--- config.mk ---
export PLATFORM = sky130hd
export DESIGN_NAME = sdio_cmd_engine
export DESIGN_NICKNAME = d
export VERILOG_FILES = /design/src/rtl/sdio_cmd_engine.sv
export SDC_FILE = /design/constraint.sdc
export NUM_CORES = 1
export LEC_CHECK = 0
export ABC_CLOCK_PERIOD_IN_PS = 7700
export BUFFER_PORTS_ARGS = -buffer_cell sky130_fd_sc_hd__buf_4
export CORE_ASPECT_RATIO = 1.25
export CORE_MARGIN = 4
export CORE_UTILIZATION = 55
export CTS_BUF_LIST = sky130_fd_sc_hd__clkbuf_8
export DETAILED_ROUTE_END_ITERATION = 16
export PLACE_DENSITY = 0.76
export RECOVER_POWER = 50
export SYNTH_ARGS = -nofsm -noshare
export SYNTH_HDL_FRONTEND = slang
export SYNTH_SLANG_ARGS = --single-unit
--- constraint.sdc ---
create_clock -name clk_i -period 7.7 [get_ports clk_i]
set_clock_uncertainty 0.1 [all_clocks]
set_input_delay 1.54 -clock clk_i [delete_from_list [all_inputs] [get_ports clk_i]]
set_output_delay 1.54 -clock clk_i [all_outputs]
set_load 0.01 [all_outputs]
--- src/rtl/sdio_cmd_engine.sv ---
// rtl/sdio_cmd_engine.sv - SD CMD-line engine: frame serialiser with CRC7, response capture and check.
// Optional NCR timeout counter enabled by defining SDIO_CMD_TIMEOUT_EN.
module sdio_cmd_engine #(
    parameter int TIMEOUT_CYCLES = 64,
    parameter int TO_W           = $clog2(TIMEOUT_CYCLES + 1),
    parameter int RESP_W         = 128
) (
    input  logic              clk_i,
    input  logic              rst_i,
    input  logic              clk_en_i,
    input  logic              start_i,
    input  logic [5:0]        cmd_index_i,
    input  logic [31:0]       cmd_arg_i,
    input  logic [1:0]        resp_type_i,
    input  logic              cmd_in_i,
    output logic              cmd_out_o,
    output logic              cmd_oe_o,
    output logic              busy_o,
    output logic              done_o,
    output logic [5:0]        resp_index_o,
    output logic [RESP_W-1:0] resp_data_o,
    output logic              crc_err_o,
    output logic              end_err_o,
    output logic              timeout_o
);

    typedef enum logic [2:0] {
        S_IDLE,
        S_TX,
        S_WAIT,
        S_RX,
        S_DONE
    } state_t;

    state_t              state_q;
    logic [39:0]         tx_sh_q;
    logic [6:0]          crc_q;
    logic [7:0]          bit_cnt_q;
    logic [1:0]          rtype_q;
    logic [132:0]        rx_sh_q;
    logic                cmd_out_q;
    logic                cmd_oe_q;
    logic                busy_q;
    logic                done_q;
    logic [5:0]          resp_index_q;
    logic [RESP_W-1:0]   resp_data_q;
    logic                crc_err_q;
    logic                end_err_q;
`ifdef SDIO_CMD_TIMEOUT_EN
    logic [TO_W-1:0]     to_cnt_q;
    logic                timeout_q;
`endif

    logic [133:0]        rx_full_d;
    logic [7:0]          rx_bit_n_d;
    logic [7:0]          rx_len_d;
    logic                rx_long_d;
    logic                rx_in_crc_d;

    function automatic logic [6:0] crc7_step(input logic [6:0] c, input logic b);
        crc7_step = {c[5:0], 1'b0} ^ (((b ^ c[6]) == 1'b1) ? 7'h09 : 7'h00);
    endfunction

    // rx_full_d is the received frame as it stands once the current bit is included.
    always_comb begin
        rx_full_d   = {rx_sh_q, cmd_in_i};
        rx_bit_n_d  = bit_cnt_q + 8'd1;
        rx_long_d   = (rtype_q == 2'b11);
        rx_len_d    = rx_long_d ? 8'd136 : 8'd48;
        rx_in_crc_d = rx_long_d ? ((rx_bit_n_d >= 8'd9) && (rx_bit_n_d <= 8'd128))
                                : (rx_bit_n_d <= 8'd40);
    end

    always_ff @(posedge clk_i) begin
        if (rst_i) begin
            state_q      <= S_IDLE;
            tx_sh_q      <= '0;
            crc_q        <= '0;
            bit_cnt_q    <= '0;
            rtype_q      <= '0;
            rx_sh_q      <= '0;
            cmd_out_q    <= 1'b1;
            cmd_oe_q     <= 1'b0;
            busy_q       <= 1'b0;
            done_q       <= 1'b0;
            resp_index_q <= '0;
            resp_data_q  <= '0;
            crc_err_q    <= 1'b0;
            end_err_q    <= 1'b0;
`ifdef SDIO_CMD_TIMEOUT_EN
            to_cnt_q     <= '0;
            timeout_q    <= 1'b0;
`endif
        end else begin
            case (state_q)
                S_IDLE: begin
                    done_q <= 1'b0;
                    if (start_i) begin
                        tx_sh_q      <= {2'b01, cmd_index_i, cmd_arg_i};
                        rtype_q      <= resp_type_i;
                        crc_q        <= '0;
                        bit_cnt_q    <= '0;
                        rx_sh_q      <= '0;
                        resp_index_q <= '0;
                        resp_data_q  <= '0;
                        crc_err_q    <= 1'b0;
                        end_err_q    <= 1'b0;
`ifdef SDIO_CMD_TIMEOUT_EN
                        to_cnt_q     <= '0;
                        timeout_q    <= 1'b0;
`endif
                        busy_q       <= 1'b1;
                        state_q      <= S_TX;
                    end
                end
                S_TX: begin
                    if (clk_en_i) begin
                        if (bit_cnt_q < 8'd40) begin
                            cmd_out_q <= tx_sh_q[39];
                            cmd_oe_q  <= 1'b1;
                            tx_sh_q   <= {tx_sh_q[38:0], 1'b0};
                            crc_q     <= crc7_step(crc_q, tx_sh_q[39]);
                            bit_cnt_q <= bit_cnt_q + 8'd1;
                        end else if (bit_cnt_q < 8'd47) begin
                            // CRC register drains MSB first after the 40 covered bits.
                            cmd_out_q <= crc_q[6];
                            cmd_oe_q  <= 1'b1;
                            crc_q     <= {crc_q[5:0], 1'b0};
                            bit_cnt_q <= bit_cnt_q + 8'd1;
                        end else if (bit_cnt_q == 8'd47) begin
                            cmd_out_q <= 1'b1;
                            cmd_oe_q  <= 1'b1;
                            bit_cnt_q <= bit_cnt_q + 8'd1;
                        end else begin
                            cmd_out_q <= 1'b1;
                            cmd_oe_q  <= 1'b0;
                            crc_q     <= '0;
                            bit_cnt_q <= '0;
                            state_q   <= (rtype_q == 2'b00) ? S_DONE : S_WAIT;
                        end
                    end
                end
                S_WAIT: begin
                    if (clk_en_i) begin
                        if (!cmd_in_i) begin
                            rx_sh_q   <= '0;
                            bit_cnt_q <= 8'd1;
                            state_q   <= S_RX;
                        end
`ifdef SDIO_CMD_TIMEOUT_EN
                        else if (to_cnt_q == TO_W'(TIMEOUT_CYCLES - 1)) begin
                            timeout_q <= 1'b1;
                            state_q   <= S_DONE;
                        end else begin
                            to_cnt_q  <= to_cnt_q + 1'b1;
                        end
`endif
                    end
                end
                S_RX: begin
                    if (clk_en_i) begin
                        rx_sh_q   <= rx_full_d[132:0];
                        bit_cnt_q <= rx_bit_n_d;
                        if (rx_in_crc_d) begin
                            crc_q <= crc7_step(crc_q, cmd_in_i);
                        end
                        if (rx_bit_n_d == rx_len_d) begin
                            resp_index_q <= rx_long_d ? rx_full_d[133:128] : rx_full_d[45:40];
                            resp_data_q  <= rx_long_d ? RESP_W'(rx_full_d[127:0])
                                                      : RESP_W'({96'd0, rx_full_d[39:8]});
                            crc_err_q    <= (rtype_q != 2'b10) && (rx_full_d[7:1] != crc_q);
                            end_err_q    <= ~cmd_in_i;
                            state_q      <= S_DONE;
                        end
                    end
                end
                S_DONE: begin
                    done_q  <= 1'b1;
                    busy_q  <= 1'b0;
                    state_q <= S_IDLE;
                end
                default: state_q <= S_IDLE;
            endcase
        end
    end

    assign cmd_out_o    = cmd_out_q;
    assign cmd_oe_o     = cmd_oe_q;
    assign busy_o       = busy_q;
    assign done_o       = done_q;
    assign resp_index_o = resp_index_q;
    assign resp_data_o  = resp_data_q;
    assign crc_err_o    = crc_err_q;
    assign end_err_o    = end_err_q;
`ifdef SDIO_CMD_TIMEOUT_EN
    assign timeout_o    = timeout_q;
`else
    assign timeout_o    = 1'b0;
`endif

endmodule
Yosys cells after proc, flatten, opt, wreduce, memory -nomap -nowiden
Index checks and enable logic that the tools add are counted.
{"block": "classes", "n_addsub": 1, "n_mul": 0, "div": 0, "n_lt_le_gt_ge": 5, "n_eq_ne": 21, "n_shift": 0, "mux": 66, "bitwise": 5, "reduce_logical": 19}
{"operator": "$mux W133", "n": 4}
{"operator": "$mux W128", "n": 4}
{"operator": "$pmux W133 S3", "n": 1}
{"operator": "$pmux W128 S2", "n": 1}
{"operator": "$mux W40", "n": 3}
{"operator": "$pmux W40 S2", "n": 1}
{"operator": "$mux W8", "n": 9}
{"operator": "$mux W7", "n": 7}
{"operator": "$pmux W8 S4", "n": 1}
{"operator": "$mux W3", "n": 10}
{"operator": "$mux W6", "n": 4}
{"operator": "$ne A2 B2 Y1 const B", "n": 12}
{"operator": "$pmux W7 S3", "n": 1}
{"operator": "$lt A8 B6 Y1 const B", "n": 2}
{"operator": "$xor A7 B4 Y7", "n": 2}
{"operator": "$mux W1", "n": 12}
{"operator": "$pmux W3 S4", "n": 1}
{"operator": "$pmux W6 S2", "n": 1}
{"operator": "$reduce_and A6 Y1", "n": 2}
{"operator": "$reduce_and A9 Y1", "n": 1}
{"operator": "$add A8 B1 Y8 const B", "n": 1}
{"operator": "$eq A8 B6 Y1 const B", "n": 1}
{"operator": "$eq A8 B8 Y1", "n": 1}
{"operator": "$ge A8 B4 Y1 const B", "n": 1}
{"operator": "21 further kinds", "n": 34}
{"block": "totals", "reg_bits": 333, "latchBits": 0, "mem_bits_rw": 0, "romBits": 0, "input_bits": 45, "output_inout_bits": 141, "elab_cells": 131, "n_memories": 0}

Depth between registers and ports, before layout
{"block": "depth", "word_depth": 7, "ltp_mapped": 11, "ltp_nobuf": 8}

Worst setup path after synthesis
OpenSTA, ideal clock, no wires.
{"block": "synth_timing", "kind": "input port to flip-flop", "startpoint": "input port start_i", "endpoint": "register crc_q[6]", "setup_time_ns": 0.150, "arrival_time_ns": 3.355, "required_time_ns": 7.450, "path_slack_ns": 4.095, "stages": 7, "path_buffers": 1, "cell_sequence": "or3b_2 > clkbuf_1 > a21oi_1 > nand2_1 > a211o_1 > o311ai_1 > o32ai_1"}
{"block": "synth_between", "elab_chain_len": 2}
{"item": "start, declared", "line": "11", "rtl": "input logic start_i,"}
{"item": "$ne A2 B2 Y1 (no source line)"}
{"item": "$reduce_and A6 Y1 (no source line)"}
{"item": "end signal, assigned", "line": "122", "rtl": "crc_q <= crc7_step(crc_q, tx_sh_q[39]);"}
{"item": "end signal, assigned", "line": "128", "rtl": "crc_q <= {crc_q[5:0], 1'b0};"}
{"item": "end signal, assigned", "line": "165", "rtl": "crc_q <= crc7_step(crc_q, cmd_in_i);"}
{"item": "end, declared", "line": "37", "rtl": "logic [6:0] crc_q;"}
Every way passes these cells.
A chain may end at the register's enable or synchronous reset.

Worst setup path in the final report
{"block": "layout_timing", "startpoint": "input port rst_i", "endpoint": "register tx_sh_q[27]"}
{"item": "start, declared", "line": "9", "rtl": "input logic rst_i,"}
{"item": "end signal, assigned", "line": "99", "rtl": "tx_sh_q <= {2'b01, cmd_index_i, cmd_arg_i};"}
{"item": "end signal, assigned", "line": "121", "rtl": "tx_sh_q <= {tx_sh_q[38:0], 1'b0};"}
{"item": "end, declared", "line": "36", "rtl": "logic [39:0] tx_sh_q;"}
No word-level cell between the ends.

==> out/results.tsv <==
stage	metric	value	unit
detailed_routing	routed_via_density	5.578	
clock_tree	cts-htree-levels	2	
floorplan	fp-row-count	64	
power	ir_drop	248.5	uV
power	power_frac_seq	43.5	%
timing	worst_slack	3.016	ns
timing	setup_viol	0	
grt	grt_max_degree	119	
synth	synth_area	13960	sq um
placed_design	place_area	15290	sq um
synth	syn_nets	1730	
worst_setup_path	crit_cells	3	
final_layout	drive_gt1_share	9.951	%
final_layout	finish.instance_area	15750	sq um
synth	ys_seq_area_share	47.75	%
clock_tree	path_clk_slew	0.06	ns
timing	fmax	213.5	MHz
worst_setup_path	r2r_slack	3.24	ns
power	power_leakage	5.630	nW
timing	finalSetupTns	0	ns
final_layout	final_cells	2159	
synth	synth-edff-count	0	
detailed_routing	met1_length	14.31	mm
detailed_routing	ant_nets	0	
detailed_routing	drtPass1Iterations	5	
timing	max_slew.worst_pin.slew	3.307	ns
final_layout	areaGrowthSynthToFinish	12.80	%
floorplan	dieWidth	150.5	um
clock_tree	cts_made_buffers	51	
power	p_clk_share	32.8	%
floorplan	start_util	56.42	%
placed_design	dp_hpwl	19.61	mm
power	pwr_density_cell	274.3	nW/um^2
synth	yosysWarnings	0	
worst_setup_path	max_stage_delay	2.38	ns
clock_tree	postCtsSetupRepairBufs	0	
floorplan	fp.dieArea	28010	sq um
detailed_routing	drcViolationCount	0	
worst_setup_path	cp_slowest_cell	clkbuf_1	
timing	period_needed	4.684	ns
floorplan	ioPinCount	186	
timing	slew-limit-headroom	-120.5	%
final_layout	fillerInstances	2315	
clock_tree	cts_buffer_depth	3	
clock_tree	ctsHoldBuffers	0	
detailed_routing	highest_layer	met4	
worst_setup_path	worstReg2RegStart	bit_cnt_q[1]$_SDFFE_PP0P_	
synth	syn_avg_cell_area	8.295	sq um
worst_setup_path	rr_worst_depth	9	
detailed_routing	route.met3.wl	1.938	mm
detailed_routing	drt-initial-drc-count	711	
grt	grt_overflow_total	0	
detailed_routing	dr_wl_met2	15.55	mm
power	p_int	2.869	mW
worst_setup_path	path_class	in2reg	
worst_setup_path	crit_path_start	rst_i	
status	status	complete, but fails checks	
placed_design	port_buffers	184	
clock_tree	cts_resized	0	
worst_setup_path	r2r-end	resp_data_o[55]$_SDFFE_PP0P_	
run	maxCapViolations	2	
worst_setup_path	cp-start-kind	primary input	
grt	grt_pass1_vias	11280	
worst_setup_path	worstPathArrival	4.85	ns
synth	netlist_instances	1683	
detailed_routing	wl_per_cell	15.00	um
clock_tree	insertion_delay	0.57	ns
timing	hold_slack	0.3549	ns
final_layout	layout.nets	1839	
power	swShare	33.58	%
worst_setup_path	crit_chain	buf_6, clkbuf_1, a311oi_1	
placed_design	post-place-ws	3.289	ns
worst_setup_path	path_max_fanout	118	
synth	ys.flop_type	dfxtp_1	
grt	grt_usage	22.33	%
final_layout	post-route-util	63.64	%
synth	synth_seq_cells	333	
grt	antenna_found_initial	0	
final_layout	insertedDiodeCount	0	
timing	drv_slew	134	
power	pwr-share-comb	23.7	%
status	violations	max-capacitance violations, max-slew violations	
clock_tree	clock-root-buffer	clkbuf_8	
worst_setup_path	required	7.87	ns
grt	grt_pass1_wl	53.35	mm
detailed_routing	wirelength	32.39	mm
power	power	4.320	mW
timing	fin_crit_sh	60.83	%
worst_setup_path	critPathBufInv	2	
timing	hold_viol	0	
worst_setup_path	critical_path.top_delay_family	buffers and inverters	
worst_setup_path	cp-end-kind	register	
clock_tree	cts.sinks	333	
timing	rsz0062_at_grt	false	
hold_path	min_path_type	reg2reg	
synth	async_reset_ff_share	0	%
placed_design	gp_congestion	0.8700	
floorplan	core	24740	sq um
detailed_routing	vias	12040	
worst_setup_path	crit_end	tx_sh_q[27]$_SDFFE_PP0P_	
clock_tree	cts_tree	built	
power	p_sw	1.451	mW
placed_design	placed_cells_incl_taps	2069	
synth	yosysUniqueCellTypes	60	
floorplan	die_h	186.1	um
## cells in the mapped netlist, types with 3 or more instances
| cell | n | area share [%] |
|---|---|---|
| a311oi_1 | 37 | 2.3 |
| or3_1 | 7 | 0.31 |
| and2_1 | 5 | 0.22 |
| dfxtp_1 | 333 | 48 |
| nand3_1 | 145 | 5.2 |
| buf_2 | 5 | 0.18 |
| buf_12 | 4 | 0.57 |
| mux2_2 | 37 | 3.0 |
| a211oi_1 | 5 | 0.27 |
| nand2b_1 | 3 | 0.13 |
| o32ai_1 | 5 | 0.31 |
| mux2i_1 | 136 | 9.8 |
| nand4_1 | 5 | 0.22 |
| buf_1 | 4 | 0.11 |
| and3b_1 | 3 | 0.19 |
| a22oi_1 | 3 | 0.16 |
| o21ai_0 | 17 | 0.61 |
| o22ai_1 | 3 | 0.13 |
| a21oi_1 | 155 | 5.6 |
| xnor2_1 | 5 | 0.31 |
| o211ai_1 | 3 | 0.16 |
| nor2_1 | 56 | 1.5 |
| nor3_1 | 6 | 0.22 |
| xor2_1 | 6 | 0.38 |
| inv_1 | 16 | 0.43 |
| buf_4 | 7 | 0.38 |
| nor2b_1 | 6 | 0.27 |
| clkbuf_1 | 120 | 3.2 |
| nor3b_1 | 3 | 0.16 |
| nand2_1 | 505 | 14 |
## state kept, by name, indices dropped and copies added, names as in the netlist
register and flops:
resp_index_o 6, busy_o 1, rx_sh_q 133, cmd_out_o 1
crc_err_o 1, crc_q 7, end_err_o 1, tx_sh_q 40
state_q 3, done_o 1, cmd_oe_o 1, bit_cnt_q 8
rtype_q 2, resp_data_o 128
## cell families (layout without fill, tap and decap cells)
kind of cell | Yosys count | in the layout | share of synthesized area, %
adder cells (fa/ha/maj) | 2 | 2 | 0.1792
AND/OR/NAND/NOR | 754 | 754 | 22.64
other | 1 | 1 | 0.02686
XOR/XNOR | 11 | 11 | 0.6901
AO/OA/AOI/OAI | 251 | 251 | 10.95
multiplexers | 173 | 173 | 12.74
flip-flops | 333 | 333 | 47.75
buffers and inverters | 158 | 304 | 5.028
## worst reg2reg max path, cell delays in order (launching register included)
cell and delay [ns]:
dfxtp_1 0.47, ha_1 0.44, nand3_1 0.29, xnor2_1 0.24, or4_4 0.46, o32a_1 0.46
o22ai_4 0.15, buf_4 0.73, buf_4 0.76, mux2i_1 0.29
## area by class of cell
type / instances / area [sq um] / area share, %
sequential: 333 / 6666 / 42.33
multi-input combinational: 1192 / 6651 / 42.24
timing repair buffer: 197 / 949.7 / 6.031
clock buffer: 63 / 867.1 / 5.506
tap: 330 / 412.9 / 2.622
clock inverter: 27 / 133.9 / 0.8501
inverter: 17 / 66.31 / 0.4211
## cell usage in the layout (no fill, tap or decap), types with 30 or more instances in the layout
cell / count
nor2_1: 55
a21oi_1: 155
nand2_1: 503
dfxtp_1: 333
mux2i_1: 136
nand3_1: 145
inv_1: 30
mux2_2: 37
clkbuf_8: 63
clkbuf_1: 142
buf_4: 53
a311oi_1: 37
## how the worst min path moves through the flow
stage	endpoint	cells past startpoint	from	slack [ns]
2_1_floorplan	rx_sh_q[132]$_SDFFE_PP0P_	2	rx_sh_q[132]$_SDFFE_PP0P_	0.33
3_3_place_gp	rx_sh_q[132]$_SDFFE_PP0P_	2	rx_sh_q[132]$_SDFFE_PP0P_	0.34
3_5_place_dp	rx_sh_q[132]$_SDFFE_PP0P_	2	rx_sh_q[132]$_SDFFE_PP0P_	0.35
4_1_cts	rx_sh_q[132]$_SDFFE_PP0P_	2	rx_sh_q[132]$_SDFFE_PP0P_	0.35
5_1_grt	resp_data_o[79]$_SDFFE_PP0P_	2	resp_data_o[79]$_SDFFE_PP0P_	0.38
6_report	resp_data_o[45]$_SDFFE_PP0P_	2	resp_data_o[45]$_SDFFE_PP0P_	0.35
## power groups by stage
stage	registers, mW	clock network [mW]	logic [mW]
after floorplan	1.89	0	0.878
after global placement	1.91	0	1.02
after detailed placement	1.92	0	1.03
after CTS	1.88	1.45	1.03
after global routing	1.89	1.53	1.13
final	1.88	1.42	1.02
## metal layers
| layer | up-vias | global-route usage (%) |
|---|---|---|
| met2 | 346 | 37.51 |
| met1 | 5702 | 29.24 |
| met4 | 0 | 7.433 |
| li1 | 5945 | - |
| met5 | - | 0 |
| met3 | 49 | 3.897 |
No activity file was read; power rests on OpenSTA's default activity.
